$ cat config.mk
export PLATFORM = sky130hd
export DESIGN_NAME = tick_gen
export DESIGN_NICKNAME = d
export VERILOG_FILES = /design/src/rtl/tick_gen_pkg.sv /design/src/rtl/tick_chan.sv /design/src/rtl/tick_gen.sv
export SDC_FILE = /design/constraint.sdc
export NUM_CORES = 1
export LEC_CHECK = 0
export CORE_UTILIZATION = 50
export CTS_CLUSTER_DIAMETER = 200
export DETAILED_ROUTE_END_ITERATION = 6
export PLACE_DENSITY = 0.8
export SLEW_MARGIN = 20
export SYNTH_ARGS = -nofsm -noshare
export SYNTH_HDL_FRONTEND = slang
export SYNTH_SLANG_ARGS = --single-unit
$ cat constraint.sdc
create_clock -name clk -period 2.4 [get_ports clk]
set_input_delay 0.48 -clock clk [delete_from_list [all_inputs] [get_ports clk]]
set_output_delay 0.48 -clock clk [all_outputs]
set_load 0.05 [all_outputs]
$ cat src/rtl/tick_gen_pkg.sv
// Shared constants and types for the tick_gen programmable tick/square divider.
package tick_gen_pkg;

    localparam logic MODE_PULSE  = 1'b0;
    localparam logic MODE_SQUARE = 1'b1;

    // Per-channel limit write after channel decode.
    typedef struct packed {
        logic hit;
        logic last;
    } lim_wr_flag_t;

    function automatic int sel_width(input int n);
        return (n > 1) ? $clog2(n) : 1;
    endfunction

endpackage

$ cat src/rtl/tick_chan.sv
// One divider channel: counter, active/shadow limits, pending flag, tick and square outputs.
module tick_chan
    import tick_gen_pkg::*;
#(
    parameter int                BITLEN  = 8,
    parameter logic [BITLEN-1:0] DEF_LIM = {BITLEN{1'b1}}
) (
    input  logic              clk,
    input  logic              n_rst,
    input  logic              en,
    input  logic              mode,
    input  logic              restart,
    input  logic              wr,
    input  logic [BITLEN-1:0] lim_in,
    output logic              tick,
    output logic              sq,
    output logic              pend,
    output logic [BITLEN-1:0] cnt
);

    logic [BITLEN-1:0] act_lim;
    logic [BITLEN-1:0] shd_lim;
    logic              wrap;

    // >= rather than == so a limit lowered below cnt wraps at once instead of running to 2^BITLEN.
    assign wrap = (cnt >= act_lim);

    always_ff @(posedge clk) begin
        if (!n_rst) begin
            cnt     <= '0;
            act_lim <= DEF_LIM;
            shd_lim <= DEF_LIM;
            tick    <= 1'b0;
            sq      <= 1'b0;
            pend    <= 1'b0;
        end else begin
            if (wr)
                shd_lim <= lim_in;
            tick <= 1'b0;
            if (restart) begin
                cnt     <= '0;
                sq      <= 1'b0;
                act_lim <= shd_lim;
                pend    <= wr;
            end else if (!en) begin
                act_lim <= shd_lim;
                pend    <= wr;
            end else if (wrap) begin
                cnt     <= '0;
                act_lim <= shd_lim;
                pend    <= wr;
                tick    <= 1'b1;
                sq      <= (mode == MODE_SQUARE) ? ~sq : 1'b0;
            end else begin
                cnt  <= cnt + BITLEN'(1);
                pend <= pend | wr;
            end
        end
    end

endmodule

$ cat src/rtl/tick_gen.sv
// Multi-channel tick generator: limit-write decode, channel array and count packing.
module tick_gen
    import tick_gen_pkg::*;
#(
    parameter int                NCH     = 4,
    parameter int                BITLEN  = 8,
    parameter logic [BITLEN-1:0] DEF_LIM = {BITLEN{1'b1}},
    localparam int               SELW    = (NCH > 1) ? $clog2(NCH) : 1
) (
    input  logic                  clk,
    input  logic                  n_rst,
    input  logic [NCH-1:0]        en,
    input  logic [NCH-1:0]        mode,
    input  logic                  restart,
    input  logic                  lim_wr,
    input  logic [SELW-1:0]       lim_sel,
    input  logic [BITLEN-1:0]     lim_in,
    output logic [NCH-1:0]        tick,
    output logic [NCH-1:0]        sq,
    output logic [NCH-1:0]        pend,
    output logic [NCH*BITLEN-1:0] cnt_out
);

    logic [NCH-1:0]             wr_hit;
    logic [NCH-1:0][BITLEN-1:0] cnt_w;

    // Selects beyond NCH-1 match no channel and are dropped.
    always_comb begin
        wr_hit = '0;
        for (int i = 0; i < NCH; i++)
            wr_hit[i] = lim_wr && (lim_sel == SELW'(i));
    end

    generate
        for (genvar g = 0; g < NCH; g++) begin : g_ch
            tick_chan #(
                .BITLEN  (BITLEN),
                .DEF_LIM (DEF_LIM)
            ) u_chan (
                .clk     (clk),
                .n_rst   (n_rst),
                .en      (en[g]),
                .mode    (mode[g]),
                .restart (restart),
                .wr      (wr_hit[g]),
                .lim_in  (lim_in),
                .tick    (tick[g]),
                .sq      (sq[g]),
                .pend    (pend[g]),
                .cnt     (cnt_w[g])
            );
        end
    endgenerate

    // Packed array flattens channel i onto bits [i*BITLEN +: BITLEN].
    assign cnt_out = cnt_w;

endmodule

== Word level (Yosys, flattened, before mapping) ==
Index checks and enable logic that the tools add are counted.

* Shifts and indexed selects: 0
* $mul: 0
* Multiplexer cells: 36
* Divide/modulo/power cells: 0
* Order comparisons: 4
* Bitwise operators: 13
* Add/subtract/negate cells: 4
* Equality and inequality tests: 7
* Reductions and logical operators: 14

{| class="wikitable"
|+ Operators with widths
! operator !! number
|-
| 8-bit 2-to-1 mux || 16
|-
| 8-bit by 1-bit adder with 8-bit output (second input constant) || 4
|-
| 8-bit >= comparator || 4
|-
| 1-bit 2-to-1 mux || 20
|-
| 3-bit by 1-bit != test with 1-bit output (second input constant) || 4
|-
| 3-bit OR reduction || 4
|-
| 1-bit NOT || 9
|-
| 2-bit AND reduction || 4
|-
| 2-bit == test (second input constant) || 2
|-
| 1-bit logical AND || 4
|-
| 1-bit OR || 4
|-
| 2-bit by 1-bit == test with 1-bit output (second input constant) || 1
|-
| 2-bit logical NOT || 1
|-
| 2-bit OR reduction || 1
|}

* Bits in registers: 108
* Latch bits: 0
* ROM bits: 0
* Output and inout bits: 44
* Memories: 0
* Bits in writable memories: 0

== Depth between registers and ports, before layout ==
* Depth after elaboration: 6
* Mapped depth: 8
* Mapped depth without buffers: 7

== Modules after synthesis ==
From an unflattened synthesis, not the netlist that was laid out.

* Cells, all modules: 552
* Area total of the unflattened synthesis: 5387.7 µm²

{| class="wikitable"
|+ Modules (own cells, without submodules)
! module !! area an instance (µm²) !! cells each !! sequential area each (µm²) !! instances
|-
| tick_chan || 1337.5 || 137 || 540.5 || 4
|-
| tick_gen || 37.5 || 4 || 0.0 || 1
|}

== Worst setup path before layout ==
No wires, ideal clock.

* Path type: reg2reg
* From: register g_ch[1].u_chan.cnt[0]
* To: register g_ch[1].u_chan.act_lim[7]
* Required time: 2.271 ns
* Data arrival time: 2.408 ns
* Setup time: 0.129 ns
* Stages on the path, launching flop included: 9
* Setup slack: -0.138 ns
* Cells stage by stage: dfxtp_1 > inv_1 > ha_1 > nand2b_1 > a2111o_1 > a2111oi_2 > buf_6 > mux2i_1 > nand2_1

* Longest elaborated chain between the ends: 2

{| class="wikitable"
|+ RTL lines
! what !! RTL line !! RTL
|-
| start, declared || tick_chan.sv:18 || <nowiki>output logic [BITLEN-1:0] cnt</nowiki>
|-
| start signal, assigned || tick_chan.sv:55 || <nowiki>cnt <= cnt + BITLEN'(1);</nowiki>
|-
| 8-bit >= comparator || tick_chan.sv:26 || <nowiki>assign wrap = (cnt >= act_lim);</nowiki>
|-
| 3-bit by 1-bit != test with 1-bit output (no source line) || n/a ||
|-
| end signal, assigned || tick_chan.sv:43 || <nowiki>act_lim <= shd_lim;</nowiki>
|-
| end signal, assigned || tick_chan.sv:46 || <nowiki>act_lim <= shd_lim;</nowiki>
|-
| end signal, assigned || tick_chan.sv:50 || <nowiki>act_lim <= shd_lim;</nowiki>
|-
| end, declared || tick_chan.sv:21 || <nowiki>logic [BITLEN-1:0] act_lim;</nowiki>
|}

Every way passes these cells.
A chain may end at the register's enable or synchronous reset.

== Worst setup path after layout ==
* From: register g_ch[1].u_chan.cnt[0]
* To: register g_ch[1].u_chan.act_lim[1]

Same word-level chain as after synthesis.

==> results.sh <==
export IMPL_path_class="flop to flop"
export IMPL_initial_core_util=0.520
export IMPL_routedWlPerCell_um=14.2
export IMPL_wl_met3_um=473
export IMPL_finalInstanceArea_um2=6110
export IMPL_maxCapViolations=0
export IMPL_final_hold_violation_count=0
export IMPL_tritoncts="yes"
export IMPL_row_count=36
export IMPL_wl_met2_um=5610
export IMPL_seq_area_um2=2170
export IMPL_gp_congestion=0.808
export IMPL_finalPower_mw=3.27
export IMPL_grt_max_degree=36
export IMPL_yosysWarnings=0
export IMPL_hold_depth=2
export IMPL_antennaDiodeCount=0
export IMPL_clock_root_buffer="clkbuf_8"
export IMPL_die_area_um2=10600
export IMPL_cts_buffer_depth=2
export IMPL_max_freq_ghz=0.427
export IMPL_io_buffers=65
export IMPL_placed_area_um2=5820
export IMPL_synth_top_area_share=0.424
export IMPL_drc=0
export IMPL_arrival_ns=2.58
export IMPL_first_pass_iters=4
export IMPL_wl_met1_um=4910
export IMPL_startpoint_type="flop"
export IMPL_slowest_delay_ns=0.48
export IMPL_cts_hold_buffers=0
export IMPL_ys_types=49
export IMPL_finalCritPeriodShare=0.977
export IMPL_synth_seq_cells=108
export IMPL_worstReg2RegStart="g_ch[1].u_chan.cnt[0]$_SDFFE_PP0P_"
export IMPL_ys_async_sr_fraction=0
export IMPL_routed_wirelength_um=11200
export IMPL_synthTopCellsByCount="nand2_1, dfxtp_1, nand3_1"
export IMPL_p_leak_nw=2.81
export IMPL_seq_area_frac_synth=0.424
export IMPL_drive_gt1_frac=0.0920
export IMPL_synth_area_leaders="dfxtp_1, nand2_1, ha_1"
export IMPL_first_global_vias=3984
export IMPL_grt_overflow=0
export IMPL_clk_latency_ns=0.36
export IMPL_worstMarginPinSlew_ns=0.611
export IMPL_dr_total_vias=4254
export IMPL_slew_violations=0
export IMPL_cts_buffers_inserted=9
export IMPL_synth_edf_count=0
export IMPL_multiInputGateArea_um2=2640
export IMPL_ff2ff_path_depth=8
export IMPL_grt_pass1_wl_um=18300
export IMPL_core_area_um2=9820
export IMPL_synth_most_common_cell="nand2_1"
export IMPL_syn_avg_cell_area_um2=8.70
export IMPL_worstHoldStart="g_ch[3].u_chan.pend$_SDFF_PN0_"
export IMPL_syn_nets=645
export IMPL_worst_path_max_delay_cell="a2111o_1"
export IMPL_fin_util=0.622
export IMPL_path_max_fanout=5
export IMPL_dieHeight_um=103
export IMPL_die_w_um=103
export IMPL_synth_largest_area_cell="dfxtp_1"
export IMPL_required_ns=2.64
export IMPL_clk_pin_slew_worst_paths_ns=0.09
export IMPL_antenna_found_initial=0
export IMPL_routed_top_layer="met4"
export IMPL_clock_sinks=108
export IMPL_finalNetCount=705
export IMPL_ir_drop_v=0.000313
export IMPL_fin_crit_ns=2.34
export IMPL_skew_ns=0.00690
export IMPL_rsz0062_at_grt="yes"
export IMPL_end_kind="flop"
export IMPL_area_delta_synth_final_pct=19.7
export IMPL_num_fill_cells=854
export IMPL_initialDrtViolationCount=165
export IMPL_netlist_instances=587
export IMPL_run_status="finished, final reports clean"
export IMPL_ys_flop_type="dfxtp_1"
export IMPL_path_cells="inv_1 > ha_1 > nand2b_1 > a2111o_1 > a2111oi_4 > buf_4 > mux2i_2 > nand2_1"
export IMPL_grt_usage=0.221
export IMPL_slew_headroom=0.591
export IMPL_viasPerCell=5.42
export IMPL_critPathLaunch="g_ch[1].u_chan.cnt[0]$_SDFFE_PP0P_"
export IMPL_syn_area_um2=5100
export IMPL_ioPinCount=66
export IMPL_ant_nets=0
export IMPL_setup_violations=0
export IMPL_htree_levels=3
export IMPL_hold_path_class="flop to flop"
export IMPL_hpwl_um=8250
export IMPL_p_per_area_nw_per_um2=536
[power by group]
part,switching [mW],leakage [nW],internal (mW),total [mW]
combinational,0.204,1.83,0.151,0.355
clock,0.575,0.0937,0.464,1.04
sequential,0.0324,0.882,1.85,1.88
[worst max-delay path: cells and delay by family, from the launching register on]
kind | cells | cell delay [ns]
flops | 1 | 0.33
buf+inv | 2 | 0.27
compound gates | 2 | 0.82
mux | 1 | 0.27
fa+ha+maj | 1 | 0.27
simple gates | 2 | 0.26
[placed cells by master, fill, tap and decap left out, types with 5 or more instances in the layout]
| cell type | netlist | layout |
|---|---|---|
| o211ai_1 | 9 | 9 |
| o21ai_1 | 7 | 7 |
| clkbuf_8 | 0 | 12 |
| ha_1 | 36 | 36 |
| nand4_1 | 8 | 8 |
| and3_1 | 8 | 8 |
| nand3b_1 | 6 | 6 |
| nand3_1 | 49 | 49 |
| o21ai_0 | 8 | 8 |
| xor2_1 | 9 | 9 |
| xnor2_1 | 6 | 6 |
| clkdlybuf4s50_1 | 0 | 64 |
| a21oi_1 | 17 | 17 |
| mux2i_1 | 27 | 26 |
| nand2_1 | 125 | 125 |
| o22ai_1 | 5 | 5 |
| inv_1 | 40 | 40 |
| a21o_1 | 5 | 5 |
| nor2_1 | 17 | 17 |
| dfxtp_1 | 108 | 104 |
| buf_4 | 12 | 18 |
| nor3_1 | 15 | 15 |
[through the flow]
step	hold WS [ns]	instances	worst slack, ns	setup TNS, ns
finish	0.474	785	0.0556	0
global route	0.486	785	-0.0137	-0.0362
CTS	0.469	779	0.0168	0
detailed placement	0.453	763	0.0806	0
global placement	0.453	763	0.110	0
floorplan	0.438	587	0.0606	0
[path summary, 6_finish.rpt]
path                                       endpoint  slack (ns)
min reg2reg          g_ch[3].u_chan.pend$_SDFF_PN0_        0.47
min                  g_ch[3].u_chan.pend$_SDFF_PN0_        0.47
max          g_ch[1].u_chan.act_lim[1]$_SDFFE_PN1P_        0.06
max reg2reg  g_ch[1].u_chan.act_lim[1]$_SDFFE_PN1P_        0.06
[final cells by class]
| class | count | area share |
|---|---|---|
| Clock buffer | 15 | 0.0289 |
| Clock inverter | 1 | 0.000819 |
| Inverter | 40 | 0.0246 |
| Multi-Input combinational cell | 402 | 0.432 |
| Sequential cell | 108 | 0.355 |
| Tap cell | 133 | 0.0272 |
| Timing Repair Buffer | 86 | 0.131 |
[cells by family (layout without fill, tap and decap cells)]
logic type | count (synthesis) | in the layout | synth area share
XOR/XNOR | 15 | 15 | 0.0257
AND/OR/NAND/NOR | 250 | 250 | 0.232
buffers and inverters | 77 | 142 | 0.0706
adder cells (fa/ha/maj) | 36 | 36 | 0.0882
flip-flops | 108 | 108 | 0.424
AO/OA/AOI/OAI | 74 | 74 | 0.107
multiplexers | 27 | 27 | 0.0529
[repair_timing]
action | in CTS | in global routing
setup buffers | 0 | 3
gates resized for setup | 0 | 13
endpoints found under the hold margin | 0 | 0
endpoints found under the setup margin | 0 | 20
[registers in the layout, indices dropped and copies added, names as in the netlist]
signal / flops
g_ch.u_chan.tick: 4
g_ch.u_chan.sq: 4
g_ch.u_chan.act_lim: 32
g_ch.u_chan.pend: 4
g_ch.u_chan.shd_lim: 32
g_ch.u_chan.cnt: 32
[routing by layer]
metal | vias to the layer above | global-route usage
li1 | 2121 | -
met5 | - | 0
met4 | 0 | 0.0878
met3 | 16 | 0.0312
met2 | 94 | 0.393
met1 | 2023 | 0.268
(Power assumes the default switching activity.)
